**src/rtl/axi_stream_writer_pkg.sv**
```systemverilog
// axi_stream_writer_pkg
//   Shared types and helpers for the AXI stream writer.
//   - state_e         : writer FSM states
//   - BoundaryBits    : AXI bursts may not cross a (1 << BoundaryBits) byte page
//   - axi_*_t         : default AXI4 channel, request and response structs
//   - calcBurstBeats  : beats for the next burst (remaining / max / page limit)
package axi_stream_writer_pkg;

  // 4 KiB page: a burst must stay inside one page
  localparam int unsigned BoundaryBits = 12;
  localparam logic [BoundaryBits:0] BoundaryBytes = {1'b1, {BoundaryBits{1'b0}}};

  // Widths of the default AXI structs; a custom req_t/rsp_t must match the
  // writer's AddrWidth/DataWidth/IdWidth/UserWidth parameters
  localparam int unsigned PkgAddrWidth = 32;
  localparam int unsigned PkgDataWidth = 64;
  localparam int unsigned PkgIdWidth   = 1;
  localparam int unsigned PkgUserWidth = 1;

  localparam logic [1:0] BurstIncr  = 2'b01;
  localparam logic [1:0] RespOkay   = 2'b00;
  localparam logic [1:0] RespSlvErr = 2'b10;

  typedef enum logic [1:0] {
    StIdle,
    StAw,
    StW,
    StB
  } state_e;

  // AW and AR share the same layout
  typedef struct packed {
    logic [PkgIdWidth-1:0]   id;
    logic [PkgAddrWidth-1:0] addr;
    logic [7:0]              len;
    logic [2:0]              size;
    logic [1:0]              burst;
    logic                    lock;
    logic [3:0]              cache;
    logic [2:0]              prot;
    logic [3:0]              qos;
    logic [3:0]              region;
    logic [PkgUserWidth-1:0] user;
  } axi_ax_chan_t;

  typedef struct packed {
    logic [PkgDataWidth-1:0]   data;
    logic [PkgDataWidth/8-1:0] strb;
    logic                      last;
    logic [PkgUserWidth-1:0]   user;
  } axi_w_chan_t;

  typedef struct packed {
    logic [PkgIdWidth-1:0]   id;
    logic [1:0]              resp;
    logic [PkgUserWidth-1:0] user;
  } axi_b_chan_t;

  typedef struct packed {
    logic [PkgIdWidth-1:0]   id;
    logic [PkgDataWidth-1:0] data;
    logic [1:0]              resp;
    logic                    last;
    logic [PkgUserWidth-1:0] user;
  } axi_r_chan_t;

  typedef struct packed {
    axi_ax_chan_t aw;
    logic         aw_valid;
    axi_w_chan_t  w;
    logic         w_valid;
    logic         b_ready;
    axi_ax_chan_t ar;
    logic         ar_valid;
    logic         r_ready;
  } axi_req_t;

  typedef struct packed {
    logic        aw_ready;
    logic        ar_ready;
    logic        w_ready;
    logic        b_valid;
    axi_b_chan_t b;
    logic        r_valid;
    axi_r_chan_t r;
  } axi_rsp_t;

  // Beats of the next burst: the smallest of what is left to send, the
  // configured maximum and the beats that still fit before the page end.
  // addrLow is beat-aligned, so at least one beat always fits.
  function automatic logic [8:0] calcBurstBeats(
    input logic [31:0]             remaining,
    input logic [BoundaryBits-1:0] addrLow,
    input int unsigned             sizeLog2,
    input int unsigned             maxBurst
  );
    logic [BoundaryBits:0] bytesLeft;
    logic [31:0]           toBoundary;
    logic [31:0]           beats;
    bytesLeft  = BoundaryBytes - {1'b0, addrLow};
    toBoundary = 32'(bytesLeft) >> sizeLog2;
    beats      = remaining;
    if (beats > maxBurst) begin
      beats = maxBurst;
    end
    if (beats > toBoundary) begin
      beats = toBoundary;
    end
    return beats[8:0];
  endfunction

endpackage

```
**src/rtl/axi_stream_writer.sv**
```systemverilog
// axi_stream_writer
//   Writes a beat stream into memory as a sequence of AXI4 INCR bursts,
//   one burst outstanding at a time, never crossing a 4 KiB page.
//
// Ports
//   clk_i, rst_i   : clock, synchronous active-high reset
//   start_i        : command strobe (accepted only when idle)
//   addr_i         : start byte address (low bits cleared to beat alignment)
//   num_beats_i    : number of data beats (0 completes at once)
//   data_i, data_valid_i, data_ready_o : incoming data stream
//   busy_o, done_o, err_o : status (done_o is a one-cycle pulse)
//   axi_req_o, axi_rsp_i  : AXI4 master request / response
//
// Configuration
//   AXI_STREAM_WRITER_BRESP_CHECK_EN : when defined, a non-OKAY B response sets
//   err_o (sticky until the next accepted start_i). Otherwise err_o is 0.
module axi_stream_writer
  import axi_stream_writer_pkg::*;
#(
  parameter int unsigned        AddrWidth   = 32,
  parameter int unsigned        DataWidth   = 64,
  parameter int unsigned        IdWidth     = 1,
  parameter int unsigned        UserWidth   = 1,
  parameter type                req_t       = axi_req_t,
  parameter type                rsp_t       = axi_rsp_t,
  parameter int unsigned        MaxBurstLen = 16,
  parameter logic [IdWidth-1:0] AxiId       = '0
) (
  input  logic                 clk_i,
  input  logic                 rst_i,
  input  logic                 start_i,
  input  logic [AddrWidth-1:0] addr_i,
  input  logic [31:0]          num_beats_i,
  input  logic [DataWidth-1:0] data_i,
  input  logic                 data_valid_i,
  output logic                 data_ready_o,
  output logic                 busy_o,
  output logic                 done_o,
  output logic                 err_o,
  output req_t                 axi_req_o,
  input  rsp_t                 axi_rsp_i
);

  localparam int unsigned StrbWidth = DataWidth / 8;
  localparam int unsigned SizeLog2  = $clog2(StrbWidth);
  localparam logic [AddrWidth-1:0] AlignMask = ~AddrWidth'(StrbWidth - 1);

  state_e               state_q, state_d;
  logic [AddrWidth-1:0] addr_q, addr_d;
  logic [31:0]          remaining_q, remaining_d;
  logic [8:0]           burstLen_q, burstLen_d;
  logic [8:0]           beatCnt_q, beatCnt_d;
  logic                 done_q, done_d;

  logic [8:0] curBeats;
  logic       wLast;

  // Only the B channel of the response is used; AR/R are never issued
  logic unused_rsp;
  assign unused_rsp = ^axi_rsp_i;

`ifdef AXI_STREAM_WRITER_BRESP_CHECK_EN
  logic err_q, err_d;
  assign err_o = err_q;
`else
  assign err_o = 1'b0;
`endif

  assign busy_o = (state_q != StIdle);
  assign done_o = done_q;

  // Burst size is derived from the registered address and remaining count,
  // so AW fields stay stable for as long as the FSM waits in AW.
  assign curBeats = calcBurstBeats(remaining_q, addr_q[BoundaryBits-1:0],
                                   SizeLog2, MaxBurstLen);
  assign wLast    = (beatCnt_q == burstLen_q - 9'd1);

  // Next-state and output logic. Every AXI field defaults to zero, so AR,
  // R-ready and unused AW/W fields are held low without further effort.
  always_comb begin
    state_d      = state_q;
    addr_d       = addr_q;
    remaining_d  = remaining_q;
    burstLen_d   = burstLen_q;
    beatCnt_d    = beatCnt_q;
    done_d       = 1'b0;
`ifdef AXI_STREAM_WRITER_BRESP_CHECK_EN
    err_d        = err_q;
`endif
    axi_req_o    = '0;
    data_ready_o = 1'b0;

    case (state_q)
      StIdle: begin
        if (start_i) begin
          addr_d      = addr_i & AlignMask;
          remaining_d = num_beats_i;
`ifdef AXI_STREAM_WRITER_BRESP_CHECK_EN
          err_d       = 1'b0;
`endif
          // An empty command completes immediately with no AXI traffic
          if (num_beats_i == 32'd0) begin
            done_d = 1'b1;
          end else begin
            state_d = StAw;
          end
        end
      end

      StAw: begin
        axi_req_o.aw_valid = 1'b1;
        axi_req_o.aw.id    = AxiId;
        axi_req_o.aw.addr  = addr_q;
        axi_req_o.aw.len   = 8'(curBeats - 9'd1);
        axi_req_o.aw.size  = 3'(SizeLog2);
        axi_req_o.aw.burst = BurstIncr;
        if (axi_rsp_i.aw_ready) begin
          burstLen_d = curBeats;
          beatCnt_d  = 9'd0;
          state_d    = StW;
        end
      end

      StW: begin
        // Stream and W channel are wired straight through while in W
        axi_req_o.w_valid = data_valid_i;
        axi_req_o.w.data  = data_i;
        axi_req_o.w.strb  = '1;
        axi_req_o.w.last  = wLast;
        data_ready_o      = axi_rsp_i.w_ready;
        if (data_valid_i && axi_rsp_i.w_ready) begin
          beatCnt_d = beatCnt_q + 9'd1;
          if (wLast) begin
            state_d = StB;
          end
        end
      end

      StB: begin
        axi_req_o.b_ready = 1'b1;
        if (axi_rsp_i.b_valid) begin
          // Address arithmetic wraps naturally at AddrWidth bits
          addr_d      = addr_q + (AddrWidth'(burstLen_q) << SizeLog2);
          remaining_d = remaining_q - 32'(burstLen_q);
`ifdef AXI_STREAM_WRITER_BRESP_CHECK_EN
          if (axi_rsp_i.b.resp != RespOkay) begin
            err_d = 1'b1;
          end
`endif
          if (remaining_q == 32'(burstLen_q)) begin
            state_d = StIdle;
            done_d  = 1'b1;
          end else begin
            state_d = StAw;
          end
        end
      end

      default: state_d = StIdle;
    endcase
  end

  // State and datapath registers; reset abandons any transfer in flight
  always_ff @(posedge clk_i) begin
    if (rst_i) begin
      state_q     <= StIdle;
      addr_q      <= '0;
      remaining_q <= '0;
      burstLen_q  <= '0;
      beatCnt_q   <= '0;
      done_q      <= 1'b0;
`ifdef AXI_STREAM_WRITER_BRESP_CHECK_EN
      err_q       <= 1'b0;
`endif
    end else begin
      state_q     <= state_d;
      addr_q      <= addr_d;
      remaining_q <= remaining_d;
      burstLen_q  <= burstLen_d;
      beatCnt_q   <= beatCnt_d;
      done_q      <= done_d;
`ifdef AXI_STREAM_WRITER_BRESP_CHECK_EN
      err_q       <= err_d;
`endif
    end
  end

endmodule

```
**config.mk**
```make
export PLATFORM = sky130hd
export DESIGN_NAME = axi_stream_writer
export DESIGN_NICKNAME = d
export VERILOG_FILES = /design/src/rtl/axi_stream_writer_pkg.sv /design/src/rtl/axi_stream_writer.sv
export SDC_FILE = /design/constraint.sdc
export NUM_CORES = 1
export LEC_CHECK = 0
export ABC_AREA = 1
export CAP_MARGIN = 20
export CORE_MARGIN = 3
export CORE_UTILIZATION = 25
export CTS_BUF_LIST = sky130_fd_sc_hd__clkbuf_2 sky130_fd_sc_hd__clkbuf_4 sky130_fd_sc_hd__clkbuf_8
export DETAILED_ROUTE_END_ITERATION = 6
export SLEW_MARGIN = 30
export SYNTH_ARGS = -nofsm -noshare
export SYNTH_HDL_FRONTEND = slang
export SYNTH_SLANG_ARGS = --single-unit
```
**constraint.sdc**
```tcl
create_clock -name clk_i -period 3.4 [get_ports clk_i]
set_input_delay 0.34 -clock clk_i [delete_from_list [all_inputs] [get_ports clk_i]]
set_output_delay 0.34 -clock clk_i [all_outputs]
set_load 0.005 [all_outputs]
```
## Yosys cells after proc, flatten, opt, wreduce, memory -nomap -nowiden

Cells that the tools add are included.

| storage, ports and cells | value |
|---|---|
| word-level logic and storage cells | 65 |
| register bits after elaboration | 85 |
| input bits | 210 |
| output and inout port bits | 209 |

| cells by class | value |
|---|---|
| mux-type cells | 30 |
| magnitude comparators | 2 |
| reductions and logical operators | 10 |
| add/sub/neg operators | 6 |
| eq/ne operators | 11 |

Operators by type and width:

| cell | count |
|---|---|
| 32-bit two-way mux | 5 |
| 32-bit case mux with 2 select lines | 2 |
| 73-bit two-way mux | 1 |
| 45-bit two-way mux | 1 |
| 32-bit by 12-bit adder with 32-bit output | 1 |
| 32-bit by 9-bit == test with 1-bit output | 1 |
| 32-bit by 10-bit greater-than comparator with 1-bit output | 1 |
| 32-bit by 5-bit greater-than comparator with 1-bit output (second input constant) | 1 |
| 32-bit logical NOT | 1 |
| 32-bit by 9-bit subtractor with 32-bit output | 1 |
| 9-bit two-way mux | 3 |
| 9-bit case mux with 2 select lines | 1 |
| 13-bit by 12-bit subtractor with 13-bit output (first input constant) | 1 |
| 2-bit two-way mux | 6 |
| 2-bit inequality test (second input constant) | 6 |
| 9-bit by 1-bit adder with 9-bit output (second input constant) | 1 |
| 9-bit == test | 1 |
| 1-bit two-way mux | 9 |
| 9-bit by 1-bit subtractor with 9-bit output (second input constant) | 1 |
| 2-bit case mux with 4 select lines | 1 |
| 8-bit by 1-bit subtractor with 8-bit output (second input constant) | 1 |
| 3-bit AND reduction | 2 |
| 6-bit AND reduction | 1 |
| 2-bit nonzero test | 3 |
| other kinds (6) | 7 |

## Longest topological paths before layout

Gate-level depths: netlist of the first run.

| depth | value |
|---|---|
| depth after elaboration | 6 |
| mapped depth | 25 |

## Worst setup path after synthesis of the first run

Ideal clock, no wire load.

| timing path | value |
|---|---|
| path kind | reg-to-output |
| from | register addr_q[4] |
| to | output port axi_req_o[168] in the netlist's numbering |
| setup slack | 450 ps |
| data arrival time | 2610 ps |
| stages on the path, launching flop included | 25 |
| required time | 3060 ps |
| path through | dfxtp_1 -> inv_1 -> ha_1 -> nand2_1 -> nor2_1 -> inv_1 -> nor2_1 -> inv_1 -> o21ai_0 -> nand2_1 -> ha_1 -> nand2_1 -> nor2_1 -> nor2_1 -> nand2_1 -> nand2_1 -> nand2_2 -> nand2_2 -> nand2_1 -> nand2_2 -> ha_1 -> nand2_1 -> inv_2 -> nand3_1 -> a21oi_1 |

RTL lines:

| element | line | source |
|---|---|---|
| start: declaration | axi_stream_writer.sv:49 | `logic [AddrWidth-1:0] addr_q, addr_d;` |
| start signal: assignment | axi_stream_writer.sv:177 | `addr_q <= addr_d;` |
| end: declaration | axi_stream_writer.sv:40 | `output req_t axi_req_o,` |

==> reports/summary.log, run 1 <==
INFO  sta            finalHoldViolations=0
INFO  clock_network  cts_num_sinks=82
INFO  outcome        failed_checks=setup timing
INFO  finish         nFillCells=3503
INFO  detailed_routing firstDrtPassIters=5
INFO  pwr            power.share.combinational=75.1%
INFO  detailed_routing drt.antenna.violating_nets=0
INFO  clock_network  tritoncts.num_buffers=9
INFO  yosys          yosys-top-cells-area=dfxtp_1, nand2_1, inv_1
INFO  sta            timing_max_transition_violations_final=0
INFO  finish         post-route-util=37.3%
INFO  pwr            total_leakage_power=0.00581uW
INFO  setup_path     reg2reg_from=remaining_q[14]
INFO  pwr            internal_power=4920uW
INFO  place          globalplace.congestion=0.879
INFO  clock_network  clock_tree_from_tritoncts=yes
INFO  pwr            switching_share=50.6%
INFO  clock_network  clk_pin_slew_worst_paths=0.09ns
INFO  grt            largest_net_degree_at_the_start_of_global_routing=61
INFO  setup_path     worstSetupPathType=register to primary output
INFO  yosys          netlist.top_cell.by_area=dfxtp_1
INFO  place          dp_hpwl=24000um
INFO  yosys          ys_types=45
INFO  grt            grt-ovfl-total=0
INFO  detailed_routing drt-total-wl=30600um
INFO  setup_path     worst_setup_slack_for_register_to_register_paths=0.62ns
INFO  floorplan      die_width=188um
INFO  pwr            power.net_switching=5050uW
INFO  hold_path      worstHoldPathCells=2
INFO  sta            finalWorstPathRequiredPeriod=3.47ns
INFO  finish         nets=1963
INFO  flow_run       drv_cap=0
INFO  yosys          synth_cells=1394
INFO  hold_path      worstHoldPathType=input pin to register
INFO  setup_path     worstSetupEndpointType=primary output
INFO  sta            final.setup_skew=0.0143ns
INFO  outcome        run_status=complete, but fails checks
INFO  grt            grt_first_pass_wirelength=47200um
INFO  finish         instances_no_fill=2161
INFO  sta            max_slew_margin=50.7%
INFO  hold_path      min-delay-start=rst_i
INFO  hold_path      holdPathEnd=beatCnt_q[1]
INFO  floorplan      dieHeight=188um
INFO  setup_path     worst-path-max-fanout=5
INFO  yosys          synth_area=8300squm
INFO  pwr            power.ir.vdd_worst=0.410mV
INFO  pwr            clock_power_share=8.0%
INFO  yosys          ys_ff_latch=82
INFO  sta            worst_slack_setup_final=-0.0691ns
INFO  clock_network  cts.htree.levels=3
INFO  grt            antenna_found_initial=0
INFO  floorplan      placementRows=66
INFO  floorplan      top_level_port_count=419
INFO  yosys          ys_seq_area_share=19.8%
INFO  detailed_routing vias=9436
INFO  detailed_routing dr.max_layer_used=met4
INFO  clock_network  clock_tree.buffer_depth=2
INFO  finish         total_inserted_antenna_cells=0
INFO  sta            grt_setup_unrepaired=yes
INFO  pwr            power.density=820nW/um^2
INFO  detailed_routing drcViolationCount=0
INFO  floorplan      floorplan.core_area=32600squm
INFO  clock_network  holdBufCountCts=0
INFO  sta            tightest_slew=0.740ns
INFO  place          placed_cells_incl_taps=2120
INFO  detailed_routing routed_wire_length_per_instance=14.2um
INFO  pwr            power.share.sequential=16.9%
INFO  finish         layout_cells_sized_above_1=15.2%
INFO  detailed_routing route.layer.met1.wl=15000um
INFO  clock_network  worstSkewPairLatency=0.39ns
INFO  floorplan      dieArea=35400squm
INFO  yosys          yosysTopAreaCellShare=19.8%
INFO  detailed_routing met2WireLength=13800um
INFO  detailed_routing drt_iter0_drc=540
INFO  clock_network  clockRootBuffer=clkbuf_8
INFO  detailed_routing wl_met3=1480um
INFO  yosys          yosys_warnings=0
INFO  detailed_routing vias_per_cell=4.37
INFO  sta            final_setup_violations=6
INFO  sta            layout_worst_path_cycle_share=102%
INFO  setup_path     ff2ff_path_depth=23
INFO  setup_path     arr_time_crit_path=3.13ns
INFO  place          place.port_buffers=250
INFO  finish         syn_to_final_growth=46.5%
INFO  yosys          syn_avg_cell_area=5.96squm
INFO  setup_path     cp_required=3.06ns
INFO  grt            grt_usage=16.4%
INFO  setup_path     rr_endpoint=burstLen_q[3]
INFO  setup_path     setup.worst_path.start_class=register
INFO  sta            max_freq=0.288GHz
INFO  floorplan      start_util=25.5%
INFO  grt            first_global_vias=8717
worst max path at each step:
stage                                from        endpoint  slack [ns]
after floorplan                 addr_q[4]  axi_req_o[168]        0.45
after global placement          addr_q[4]  axi_req_o[169]       -0.16
after detailed placement  remaining_q[22]  axi_req_o[170]       -0.17
after CTS                 remaining_q[13]  axi_req_o[169]       -0.13
after global routing            addr_q[3]  axi_req_o[169]       -0.32
final                     remaining_q[14]  axi_req_o[169]       -0.07
area by class of cell:
cell class	instances	area, sq um	share of cell area [%]
Inverter	218	825	6.78
Tap cell	442	553	4.55
Timing Repair Buffer	361	3330	27.4
Multi-Input combinational cell	1042	5590	46.0
Clock inverter	3	46.3	0.381
Clock buffer	13	166	1.37
Sequential cell	82	1650	13.6
layout by cell type (no fill, tap or decap), drive strengths merged, types with 14 or more instances in the layout:
cell type      Yosys  final
inv              217    218
nor2             158    158
nand3             67     67
conb               1     95
buf              121    119
nor3              25     25
nand2            339    339
clkdlybuf4s50      0    241
nand4             27     27
o21ai             71     71
dfxtp             82     82
a21oi            123    123
ha                37     37
xor2              25     25
clkbuf            25     14
power by group through the flow:
| stage | clock [uW] | combinational [uW] | sequential [uW] |
|---|---|---|---|
| 3_5_place_dp | 0 | 6540 | 1670 |
| 3_3_place_gp | 0 | 6480 | 1660 |
| 4_1_cts | 822 | 7040 | 1650 |
| 6_report | 803 | 7490 | 1680 |
| 5_1_grt | 856 | 8300 | 1730 |
| 2_1_floorplan | 0 | 4090 | 1630 |
stage by stage:
| step | setup WS, ns | setup TNS (ns) | area [sq um] | total power, uW | hold slack (ns) |
|---|---|---|---|---|---|
| floorplan | 0.450 | 0 | 8660 | 5710 | 0.443 |
| global placement | -0.159 | -0.710 | 11400 | 8140 | 0.457 |
| detailed placement | -0.167 | -0.834 | 11400 | 8200 | 0.466 |
| CTS | -0.127 | -0.640 | 12000 | 9520 | 0.195 |
| global route | -0.318 | -1.69 | 12200 | 10900 | 0.204 |
| finish | -0.0691 | -0.229 | 12200 | 9970 | 0.209 |
critical path, stage by stage (launching register included):
cell	delay (ns)
dfxtp_2	0.33
or2_4	0.25
nor2_4	0.16
nand3_2	0.10
nor2_4	0.16
nand2_2	0.11
inv_2	0.09
ha_4	0.20
nand2_4	0.05
inv_2	0.03
nand2_2	0.05
nand2_2	0.05
nand2_1	0.05
nand2_1	0.05
nand2_2	0.07
nand2_4	0.08
nand2_4	0.10
buf_6	0.13
nand2_4	0.05
nand2_4	0.09
nand3_4	0.10
o21bai_1	0.13
nand2_1	0.06
nor2_1	0.10
buf_2	0.12
routing by layer:
layer	track usage, %	vias to the layer above
met5	0	-
met4	3.72	0
met3	1.80	24
met2	25.5	293
met1	24.2	4240
li1	-	4879
sequential cells by signal (all words and copies together) (netlist names):
signal and flops:
done_o 1, remaining_q 32, addr_q 29, beatCnt_q 9, state_q 2, burstLen_q 9
synthesized netlist by cell type, drive strengths merged:
cell	n
a211oi	7
a21boi	1
a21o	4
a21oi	123
a221oi	8
a31oi	2
and3	1
buf	121
clkbuf	25
clkinv	1
conb	1
dfxtp	82
fa	2
ha	37
inv	217
nand2	339
nand3	67
nand3b	6
nand4	27
nor2	158
nor3	25
nor4	12
o211ai	8
o21ai	71
o21bai	2
o221ai	2
o22ai	1
o31ai	1
or2	6
xnor2	12
xor2	25
repair_timing:
| action | in CTS | in global routing |
|---|---|---|
| pin swaps | 33 | 20 |
| resized for setup | 84 | 56 |
| buffers inserted | 21 | 4 |
| setup endpoints to repair | 8 | 9 |
logic make-up after synthesis:
| family | after synthesis | synth area share, % |
|---|---|---|
| AOI/OAI and AO/OA | 230 | 15.3 |
| xor gates and xnor gates | 37 | 3.90 |
| adders and majority gates | 39 | 6.06 |
| buffers and inverters | 364 | 21.3 |
| DFF | 82 | 19.8 |
| other | 1 | 0.0452 |
| and+or+nand+nor | 641 | 33.6 |
Power figures use the tool's default switching activity.
==> run 2, diff against run 1 <==
--- a/config.mk
+++ b/config.mk
@@ -9,8 +9,8 @@
 export CAP_MARGIN = 20
 export CORE_MARGIN = 3
 export CORE_UTILIZATION = 25
-export CTS_BUF_LIST = sky130_fd_sc_hd__clkbuf_2 sky130_fd_sc_hd__clkbuf_4 sky130_fd_sc_hd__clkbuf_8
 export DETAILED_ROUTE_END_ITERATION = 6
+export RECOVER_POWER = 25
 export SLEW_MARGIN = 30
 export SYNTH_ARGS = -nofsm -noshare
 export SYNTH_HDL_FRONTEND = slang
==> run 2 against run 1 <==
  * The run still ends with setup timing left
  * Hold slack improved by 0.046 ns
  * Wire length fell by 0.30%
  * Via count is 0.17% lower
  * Register-to-register slack lost 0.11 ns
  * Power increased by 1.2%
  * Flip-flop and latch count unchanged
  * Clock power rose by 31%
  * Count of clock-buffer cells in the layout unchanged
  * Core utilization shrank 0.14 points
  * Critical path depth decreased by 2
  * Critical path type unchanged
  * Largest cell class unchanged
  * Largest power group unchanged
==> reports/summary.log, run 2 (synthesis gave the netlist of run 1 again) <==
INFO  place          globalplace.congestion=0.879 [unchanged]
INFO  finish         final_cell_mix=nand2_1, clkdlybuf4s50_1, inv_1
INFO  sta            grt_setup_unrepaired=yes
INFO  pwr            total_leakage_power=0.00580uW [about the same]
INFO  sta            max_freq=0.288GHz [-0.15%]
INFO  setup_path     cp-startpoint=addr_q[4]
INFO  detailed_routing routed_wire_length_per_instance=14.2um [+0.11%]
INFO  finish         layout_cells_sized_above_1=14.0% [-1.2 points]
INFO  place          place.port_buffers=250 [unchanged]
INFO  grt            grt_first_pass_wirelength=46300um [-2.0%]
INFO  finish         area_occupied_by_multi_input_gates=5530squm [-1.1%]
INFO  hold_path      holdPathEnd=beatCnt_q[1]
INFO  sta            fin_tns_setup=-0.128ns [+0.102 ns]
INFO  clock_network  tritoncts.num_buffers=9 [unchanged]
INFO  floorplan      start_util=25.5% [unchanged]
INFO  grt            largest_net_degree_at_the_start_of_global_routing=61 [unchanged]
INFO  pwr            finalPower=10100uW [+1.2%]
INFO  setup_path     worstSetupPathType=register to primary output
INFO  hold_path      worstHoldPathCells=2 [unchanged]
INFO  detailed_routing drt_iter0_drc=607 [+12%]
INFO  setup_path     worstSetupEndpointType=primary output
INFO  grt            first_global_vias=8644 [-0.84%]
INFO  clock_network  clock_tree.buffer_depth=2 [unchanged]
INFO  finish         ff_latch_area=1650squm [-0.15%]
INFO  floorplan      top_level_port_count=419 [unchanged]
INFO  place          dp_hpwl=24000um [unchanged]
INFO  pwr            switching_share=49.8% [-0.86 points]
INFO  grt            antenna_found_initial=0 [unchanged]
INFO  setup_path     rr_endpoint=beatCnt_q[7]
INFO  pwr            power.ir.vdd_worst=0.356mV [-13%]
INFO  pwr            internal_power=5070uW [+3.0%]
INFO  sta            final_setup_violations=3 [-3]
INFO  flow_run       drv_cap=0 [unchanged]
INFO  finish         nFillCells=3524 [+0.60%]
INFO  setup_path     setup.worst_path.start_class=register
INFO  detailed_routing firstDrtPassIters=5 [unchanged]
INFO  clock_network  cts.htree.levels=3 [unchanged]
INFO  grt            grt-ovfl-total=0 [unchanged]
INFO  setup_path     worst-path-max-fanout=5 [unchanged]
INFO  finish         largest_register_ff_count=32 [unchanged]
INFO  setup_path     reg2reg_from=state_q[0]
INFO  finish         reg_top3=remaining_q x32, addr_q x29
INFO  hold_path      worstHoldPathType=input pin to register
INFO  floorplan      placementRows=66 [unchanged]
INFO  sta            tightest_slew=1.30ns [+0.563 ns]
INFO  pwr            power.share.sequential=16.6% [-0.3 points]
INFO  outcome        run_status=complete, but fails checks
INFO  pwr            power.density=833nW/um^2 [+1.6%]
INFO  setup_path     arr_time_crit_path=3.13ns [about the same]
INFO  clock_network  cts_num_sinks=82 [unchanged]
INFO  pwr            power.share.combinational=73.0% [-2.1 points]
INFO  clock_network  clock_tree_from_tritoncts=yes
INFO  detailed_routing drt.antenna.violating_nets=0 [unchanged]
INFO  grt            grt_usage=16.0% [-0.34 points]
INFO  floorplan      die_width=188um [unchanged]
INFO  pwr            power.net_switching=5020uW [-0.51%]
INFO  sta            final.setup_skew=0.00972ns [-0.00459 ns]
INFO  setup_path     worst_setup_slack_for_register_to_register_paths=0.51ns [-0.11 ns]
INFO  floorplan      floorplan.core_area=32600squm [unchanged]
INFO  finish         syn_to_final_growth=45.9%
INFO  pwr            clock_power_share=10.4% [+2.4 points]
INFO  sta            max_slew_margin=13.2% [-38 points]
INFO  sta            worst_slack_setup_final=-0.0743ns [-0.00520 ns]
INFO  clock_network  worstSkewPairLatency=0.35ns [-0.04 ns]
INFO  setup_path     cp_required=3.06ns [about the same]
INFO  clock_network  clk_pin_slew_worst_paths=0.07ns [-0.02 ns]
INFO  setup_path     ff2ff_path_depth=9 [-61%]
INFO  outcome        failed_checks=setup timing
INFO  sta            layout_worst_path_cycle_share=102% [+0.15 points]
INFO  hold_path      min-delay-start=rst_i
INFO  finish         regMostFlops=remaining_q
INFO  clock_network  clockRootBuffer=clkbuf_16
INFO  detailed_routing drt-total-wl=30500um [-0.30%]
INFO  detailed_routing drcViolationCount=0 [unchanged]
INFO  finish         layout_commonest_cell=nand2_1
INFO  sta            finalWorstPathRequiredPeriod=3.47ns [+0.00520 ns]
INFO  sta            finalHoldViolations=0 [unchanged]
INFO  finish         nets=1954 [-0.46%]
INFO  detailed_routing vias=9420 [-0.17%]
INFO  finish         total_inserted_antenna_cells=0 [unchanged]
INFO  sta            timing_max_transition_violations_final=0 [unchanged]
INFO  detailed_routing vias_per_cell=4.38 [+0.25%]
INFO  floorplan      dieHeight=188um [unchanged]
INFO  floorplan      dieArea=35400squm [unchanged]
## run 2: cell types whose count changed in the layout (fill, tap and decap cells not counted), sizes merged
| cell | before | now |
|---|---|---|
| dlygate4sd3 | 0 | 2 |
| clkdlybuf4s50 | 241 | 239 |
| clkbuf | 14 | 16 |
| buf | 119 | 108 |
## run 2: worst max path at each step
stage | slack (ns) | cells after the start | to
floorplan | 0.45 | 24 | axi_req_o[168]
global placement | -0.16 | 25 | axi_req_o[169]
detailed placement | -0.17 | 24 | axi_req_o[170]
CTS | -0.21 | 23 | axi_req_o[168]
global route | -0.32 | 25 | axi_req_o[169]
finish | -0.07 | 22 | axi_req_o[169]
## run 2: power groups by stage
stage                     sequential (uW)  clock [uW]  combinational, uW
after detailed placement             1670           0               6540
after CTS                            1660        1070               6720
after global routing                 1720        1100               8170
final                                1680        1050               7370
after global placement               1660           0               6480
after floorplan                      1630           0               4090
## run 2: stage by stage
| step | hold slack (ns) | utilization [%] | instances | worst slack [ns] | cell area (sq um) |
|---|---|---|---|---|---|
| after detailed placement | 0.466 | 35.0 | 2120 | -0.167 | 11400 |
| after floorplan | 0.443 | - | 1488 | 0.450 | 8660 |
| after global placement | 0.457 | 35.0 | 2120 | -0.159 | 11400 |
| after global routing | 0.256 | 37.2 | 2152 | -0.317 | 12100 |
| after CTS | 0.241 | 36.2 | 2142 | -0.207 | 11800 |
| final | 0.256 | 37.2 | 2152 | -0.0743 | 12100 |
## run 2: layer usage
metal | vias up | share of wire [%] | global-route usage, %
li1 | 4865 | - | -
met1 | 4245 | 49 | 23.6
met2 | 283 | 45 | 25.1
met3 | 27 | 4.8 | 1.79
met4 | 0 | 1.4 | 3.64
met5 | - | 0 | 0
## run 2: what timing repair did
action | CTS | global route
hold buffers | 0 | 0
setup endpoints to repair | 8 | 8
pin swaps | 13 | 36
setup buffers | 6 | 10
gates resized for setup | 34 | 87
## run 2: cell type report
cell class / instances / area share (%)
Sequential cell: 82 / 13.6
Timing Repair Buffer: 352 / 26.9
Clock buffer: 13 / 2.15
Tap cell: 442 / 4.56
Inverter: 218 / 6.78
Clock inverter: 3 / 0.382
Multi-Input combinational cell: 1042 / 45.6
## run 2: critical path, stage by stage (launching register included)
cell and delay, ns:
dfxtp_4 0.37, inv_2 0.05, buf_4 0.15, ha_1 0.18
xor2_1 0.37, ha_4 0.28, nand2_4 0.05, inv_2 0.03
nand2_1 0.04, nand2_1 0.06, nand2_1 0.06, nand2_1 0.05
nand2_2 0.07, nand2_4 0.08, nand2_4 0.09, buf_6 0.13
nand2_4 0.05, nand2_4 0.08, nand3_4 0.11, o21bai_1 0.17
nand2_1 0.07, nor2_1 0.12, buf_2 0.12
==> edit 1, RTL diff (settings of run 1) <==
Build with the macro `AXI_STREAM_WRITER_BRESP_CHECK_EN` defined.
--- a/src/rtl/axi_stream_writer.sv
+++ b/src/rtl/axi_stream_writer.sv
@@ -16,2 +16,4 @@
 //   err_o (sticky until the next accepted start_i). Otherwise err_o is 0.
+`define AXI_STREAM_WRITER_BRESP_CHECK_EN
+
 module axi_stream_writer
Function: changed (a bounded check fails within 10 cycles, from zero or initial values and one cycle with rst_i high).
==> edit 1 against run 1 <==
The run still ends with setup timing left. Synthesized cell count increased by 3.7%. Sequential cell count up 1. Combinational power up 14%. Total power is 10% higher. Maximum frequency is 3.3% lower. Final area increased by 4.3%. Clock skew grew 4.6 ps. Die area is 4.8% higher. Wire length increased by 2.3%. Setup slack got worse by 120 ps. Cell count increased by 3.2%. Synthesized area up 4.9%. Critical path depth rose by 1. Global-route usage fell by 0.60 points. Critical path type unchanged.
==> edit 1: results (changes against run 1) <==
\begin{tabular}{lr}
\hline
Metric & Value \\
\hline
\multicolumn{2}{l}{\textbf{STA}} \\
Post-layout worst setup margin & -186.1 ps (was -69.11 ps) \\
Final setup violation count & 7 (was 6) \\
Final setup TNS & -941.2 ps (was -229.5 ps) \\
\multicolumn{2}{l}{\textbf{Power and ir drop}} \\
Leakage & 6.114 nW (was 5.805 nW) \\
Switch share & 0.5114 (was 0.5064) \\
Clock power share & 0.069 (was 0.080) \\
Sequential cell fraction of total power & 0.154 (was 0.169) \\
IR Drop Worst-Case VDD & 0.4861 mV (was 0.4105 mV) \\
\multicolumn{2}{l}{\textbf{Clock tree}} \\
Reg clk slew, reported paths & 110 ps (was 90 ps) \\
\multicolumn{2}{l}{\textbf{Route}} \\
Vias post-DR & 9797 (was 9436) \\
Wire length per cell after detailed routing & 14.06 microns (was 14.18 microns) \\
Count of routing violations after the opening detailed-route iteration & 660 (was 540) \\
\multicolumn{2}{l}{\textbf{Yosys}} \\
Leading post-synthesis cells by cell area & sky130\_fd\_sc\_hd\_\_dfxtp\_1, sky130\_fd\_sc\_hd\_\_nand2\_1, sky130\_fd\_sc\_hd\_\_inv\_1, sky130\_fd\_sc\_hd\_\_buf\_4, sky130\_fd\_sc\_hd\_\_nor2\_1 (was sky130\_fd\_sc\_hd\_\_dfxtp\_1, sky130\_fd\_sc\_hd\_\_nand2\_1, sky130\_fd\_sc\_hd\_\_inv\_1, sky130\_fd\_sc\_hd\_\_buf\_4, sky130\_fd\_sc\_hd\_\_a21oi\_1) \\
Post-synthesis adder-cell area fraction & 0.05917 (was 0.06058) \\
Post-synthesis instance total & 1445 (was 1394) \\
Netlist cell types & 55 (was 45) \\
\multicolumn{2}{l}{\textbf{Placed design}} \\
Final RePlAce weighted congestion & 0.8821 (was 0.8786) \\
Port buffer count & 253 (was 250) \\
Post-Place Setup Slack & -352.7 ps (was -167.3 ps) \\
Placement Cell Area & 11970 sq um (was 11420 sq um) \\
Post-detail-place hpwl & 24300 microns (was 23960 microns) \\
\multicolumn{2}{l}{\textbf{Status}} \\
Failing checks & setup timing (unchanged) \\
Run status & complete, but fails checks (unchanged) \\
\multicolumn{2}{l}{\textbf{Setup path}} \\
Worst r2r dst & burstLen\_q[4] (was burstLen\_q[3]) \\
Endpoint of the most critical setup path & axi\_req\_o[168] (was axi\_req\_o[169]) \\
\multicolumn{2}{l}{\textbf{GRT}} \\
Maximum number of pins on one net before global-route repair & 84 (was 61) \\
First-pass GRT wire length & 47050 microns (was 47240 microns) \\
Via count of the first global-routing pass & 9116 (was 8717) \\
Number of antenna violations at the first check in global routing & 1 (was 0) \\
\multicolumn{2}{l}{\textbf{Layout}} \\
Share of cells above drive strength 1 & 0.1527 (was 0.1524) \\
Number of non-filler instances in the completed layout & 2230 (was 2161) \\
\multicolumn{2}{l}{\textbf{Min path}} \\
Min-Delay Endpoint & addr\_q[3] (was beatCnt\_q[1]) \\
\hline
\end{tabular}
[edit 1: cell count changes after synthesis, sizes merged, moves of 5 or more]
| cell | run 1 | this run |
|---|---|---|
| a21oi | 123 | 118 |
| inv | 217 | 235 |
| nand2 | 339 | 349 |
| nand3 | 67 | 88 |
| nor2 | 158 | 173 |
| nor3 | 25 | 34 |
| nor3b | 0 | 5 |
| o21ai | 71 | 58 |
| xnor2 | 12 | 7 |
[edit 1: final cells by class]
class | instances | area, sq um | area share
Clock inverter | 7 | 76.32 | 0.006016
Tap cell | 448 | 560.5 | 0.04419
Inverter | 236 | 895.9 | 0.07062
Antenna cell | 1 | 2.502 | 0.0001973
Multi-Input combinational cell | 1072 | 5901 | 0.4651
Clock buffer | 9 | 123.9 | 0.009764
Timing Repair Buffer | 374 | 3455 | 0.2723
Sequential cell | 83 | 1672 | 0.1318
[edit 1: kinds of logic (layout without fill, tap and decap cells)]
logic type | count (synthesis) | count (layout)
buffers and inverters | 383 | 626
flip-flops | 83 | 83
AO/OA/AOI/OAI | 215 | 215
AND/OR/NAND/NOR | 691 | 691
other | 1 | 95
adder cells (fa/ha/maj) | 40 | 40
XOR/XNOR | 32 | 32
[edit 1: layer usage]
layer,global-route usage,up-vias,wire (microns)
met1,0.2261,4492,14550
met4,0.02998,0,294
met3,0.02125,20,1566
met2,0.2531,239,14940
met5,0,-,0
li1,-,5046,-
[edit 1: timing repair]
action	CTS	global route
resized for setup	69	61
pin swaps	32	49
setup buffers	10	11
setup endpoints to repair	8	8
[edit 1: worst max-delay path: cells and delay by family, from the launching register on]
family          cells  cell delay [ps]
compound gates      1              140
simple gates       17             1630
buf+inv             5              440
fa+ha+maj           2              330
flops               1              330
==> edit 2, RTL diff (flow settings as in run 1) <==
Made on the original files. The 4 states of `state_e` get a one-hot encoding in 4 bits.
--- a/src/rtl/axi_stream_writer_pkg.sv
+++ b/src/rtl/axi_stream_writer_pkg.sv
@@ -23,7 +23,7 @@
 
-  typedef enum logic [1:0] {
-    StIdle,
-    StAw,
-    StW,
-    StB
+  typedef enum logic [3:0] {
+    StIdle = 4'b0001,
+    StAw   = 4'b0010,
+    StW    = 4'b0100,
+    StB    = 4'b1000
   } state_e;
Check against the original RTL: same outputs for any inputs over 4 cycles, from zero or initial values and one cycle with rst_i high; so few cycles prove little.
==> edit 2 against run 1 <==
The run ends with DRC, setup timing left. Critical path depth increased by 2. Register-to-register slack got worse by 180 ps. Synthesized cell count increased by 0.22%. Clock skew increased by 8.8 ps. Total power decreased by 11%. Maximum frequency decreased by 4.3%. Setup slack got worse by 160 ps. Sequential cell count increased by 2. First-iteration DRC count increased by 39%. Synthesized area increased by 0.90%. Non-clock buffer count increased by 22. Combinational power decreased by 14%. Wire length increased by 2.6%. Final area increased by 1.7%. Critical path type unchanged. Largest cell class unchanged. Largest power group unchanged. Highest routed layer unchanged.
==> edit 2: results (changes against run 1) <==
\begin{tabular}{lr}
\hline
Metric & Value \\
\hline
\multicolumn{2}{l}{\textbf{Status}} \\
Run status & complete, but fails checks (unchanged) \\
Failing checks & DRC, setup timing (was setup timing) \\
\multicolumn{2}{l}{\textbf{STA}} \\
Worst slew margin relative to its limit & 0.4430 (was 0.5068) \\
Final setup violation count & 7 (was 6) \\
Post-layout worst setup margin & -226.6 ps (was -69.11 ps) \\
Final Skew & 23.11 ps (was 14.30 ps) \\
Final setup TNS & -1168 ps (was -229.5 ps) \\
\multicolumn{2}{l}{\textbf{Min path}} \\
Type of the worst min-delay path & flip-flop to flip-flop (was primary input to flip-flop) \\
\multicolumn{2}{l}{\textbf{Setup path}} \\
Maximum fanout encountered on the critical timing path & 8 (was 5) \\
Worst r2r dst & burstLen\_q[5] (was burstLen\_q[3]) \\
Worst R2R Path Depth & 20 (was 23) \\
WP data arrival & 3290 ps (was 3130 ps) \\
CP max-delay cell & sky130\_fd\_sc\_hd\_\_dfxtp\_1 (was sky130\_fd\_sc\_hd\_\_dfxtp\_2) \\
\multicolumn{2}{l}{\textbf{Power and ir drop}} \\
Leakage & 5.482 nW (was 5.805 nW) \\
IR Drop Worst-Case VDD & 0.4510 mV (was 0.4105 mV) \\
\multicolumn{2}{l}{\textbf{Layout}} \\
Share of cells above drive strength 1 & 0.1604 (was 0.1524) \\
Final net count & 1986 (was 1963) \\
Number of fill cells & 3482 (was 3503) \\
\multicolumn{2}{l}{\textbf{Placed design}} \\
Post-detail-place hpwl & 24470 microns (was 23960 microns) \\
Post-Place Setup Slack & -308.5 ps (was -167.3 ps) \\
\multicolumn{2}{l}{\textbf{Route}} \\
Final WL & 31450 microns (was 30640 microns) \\
DRC violations left & 1 (was 0) \\
Count of routing violations after the opening detailed-route iteration & 748 (was 540) \\
Vias post-DR & 9704 (was 9436) \\
Number of iterations in the first detailed-routing pass & 7 (was 5) \\
\multicolumn{2}{l}{\textbf{Yosys}} \\
Netlist cell types & 51 (was 45) \\
Post-synthesis sequential area ratio & 0.2007 (was 0.1977) \\
\multicolumn{2}{l}{\textbf{GRT}} \\
Overall global routing resource usage & 0.1667 (was 0.1636) \\
\hline
\end{tabular}
==> edit 2: cell types whose count changed in the layout (fill, tap and decap cells not counted), moves of 6 or more <==
cell,delta
sky130_fd_sc_hd__nand2_1,-56
sky130_fd_sc_hd__nand4_1,-7
sky130_fd_sc_hd__nor2_1,+83
sky130_fd_sc_hd__a221oi_1,-8
sky130_fd_sc_hd__buf_4,+19
sky130_fd_sc_hd__o21ai_0,-6
sky130_fd_sc_hd__inv_1,-17
sky130_fd_sc_hd__nor2_2,-7
sky130_fd_sc_hd__nor3_1,+9
==> edit 2: area by class of cell <==
cell class | count | area (sq um) | share of cell area
timing repair buffer | 383 | 3506 | 0.2834
antenna | 3 | 7.507 | 0.0006069
sequential | 84 | 1690 | 0.1367
inverter | 204 | 768.2 | 0.06211
multi-input combinational | 1059 | 5638 | 0.4558
clock inverter | 4 | 47.55 | 0.003844
tap | 442 | 553.0 | 0.04471
clock buffer | 12 | 158.9 | 0.01285
==> edit 2: tightest hold or removal path, stage by stage, from the launching register on <==
cell	delay, ps
sky130_fd_sc_hd__dfxtp_1	330
sky130_fd_sc_hd__nand2_1	60
sky130_fd_sc_hd__a21oi_1	50
==> edit 2: timing repair <==
action | in CTS | in global routing
gates resized for setup | 94 | 54
endpoints found under the setup margin | 8 | 8
setup buffers | 26 | 8
pin swaps | 38 | 31
==> edit 2: worst min path at each step <==
stage	start	end	slack, ps	depth (start not counted)
2_1_floorplan	remaining_q[31]	remaining_q[31]	450	2
3_3_place_gp	remaining_q[31]	remaining_q[31]	470	2
3_5_place_dp	addr_q[31]	addr_q[31]	470	2
4_1_cts	addr_q[31]	addr_q[31]	490	2
5_1_grt	addr_q[17]	addr_q[17]	520	2
6_report	addr_q[31]	addr_q[31]	480	2
==> edit 2: logic make-up after synthesis <==
family | Yosys count | share of synthesized area
simple gates | 659 | 0.3371
buf+inv | 348 | 0.2097
compound gates | 229 | 0.1535
flops | 84 | 0.2007
xor+xnor | 41 | 0.04450
fa+ha+maj | 35 | 0.05406
other cells | 1 | 0.0004476
==> edit 2: per-layer routing <==
metal | GRT usage | wire length (microns) | up-vias
li1 | - | - | 4953
met4 | 0.03724 | 427 | 0
met2 | 0.2676 | 14680 | 280
met1 | 0.2339 | 14670 | 4446
met3 | 0.02851 | 1672 | 25
met5 | 0 | 0 | -
==> edit 2: power breakdown <==
part	total (mW)	internal, mW	switching [mW]
sequential	1.58	1.30	0.282
combinational	6.47	2.79	3.67
clock	0.803	0.386	0.416
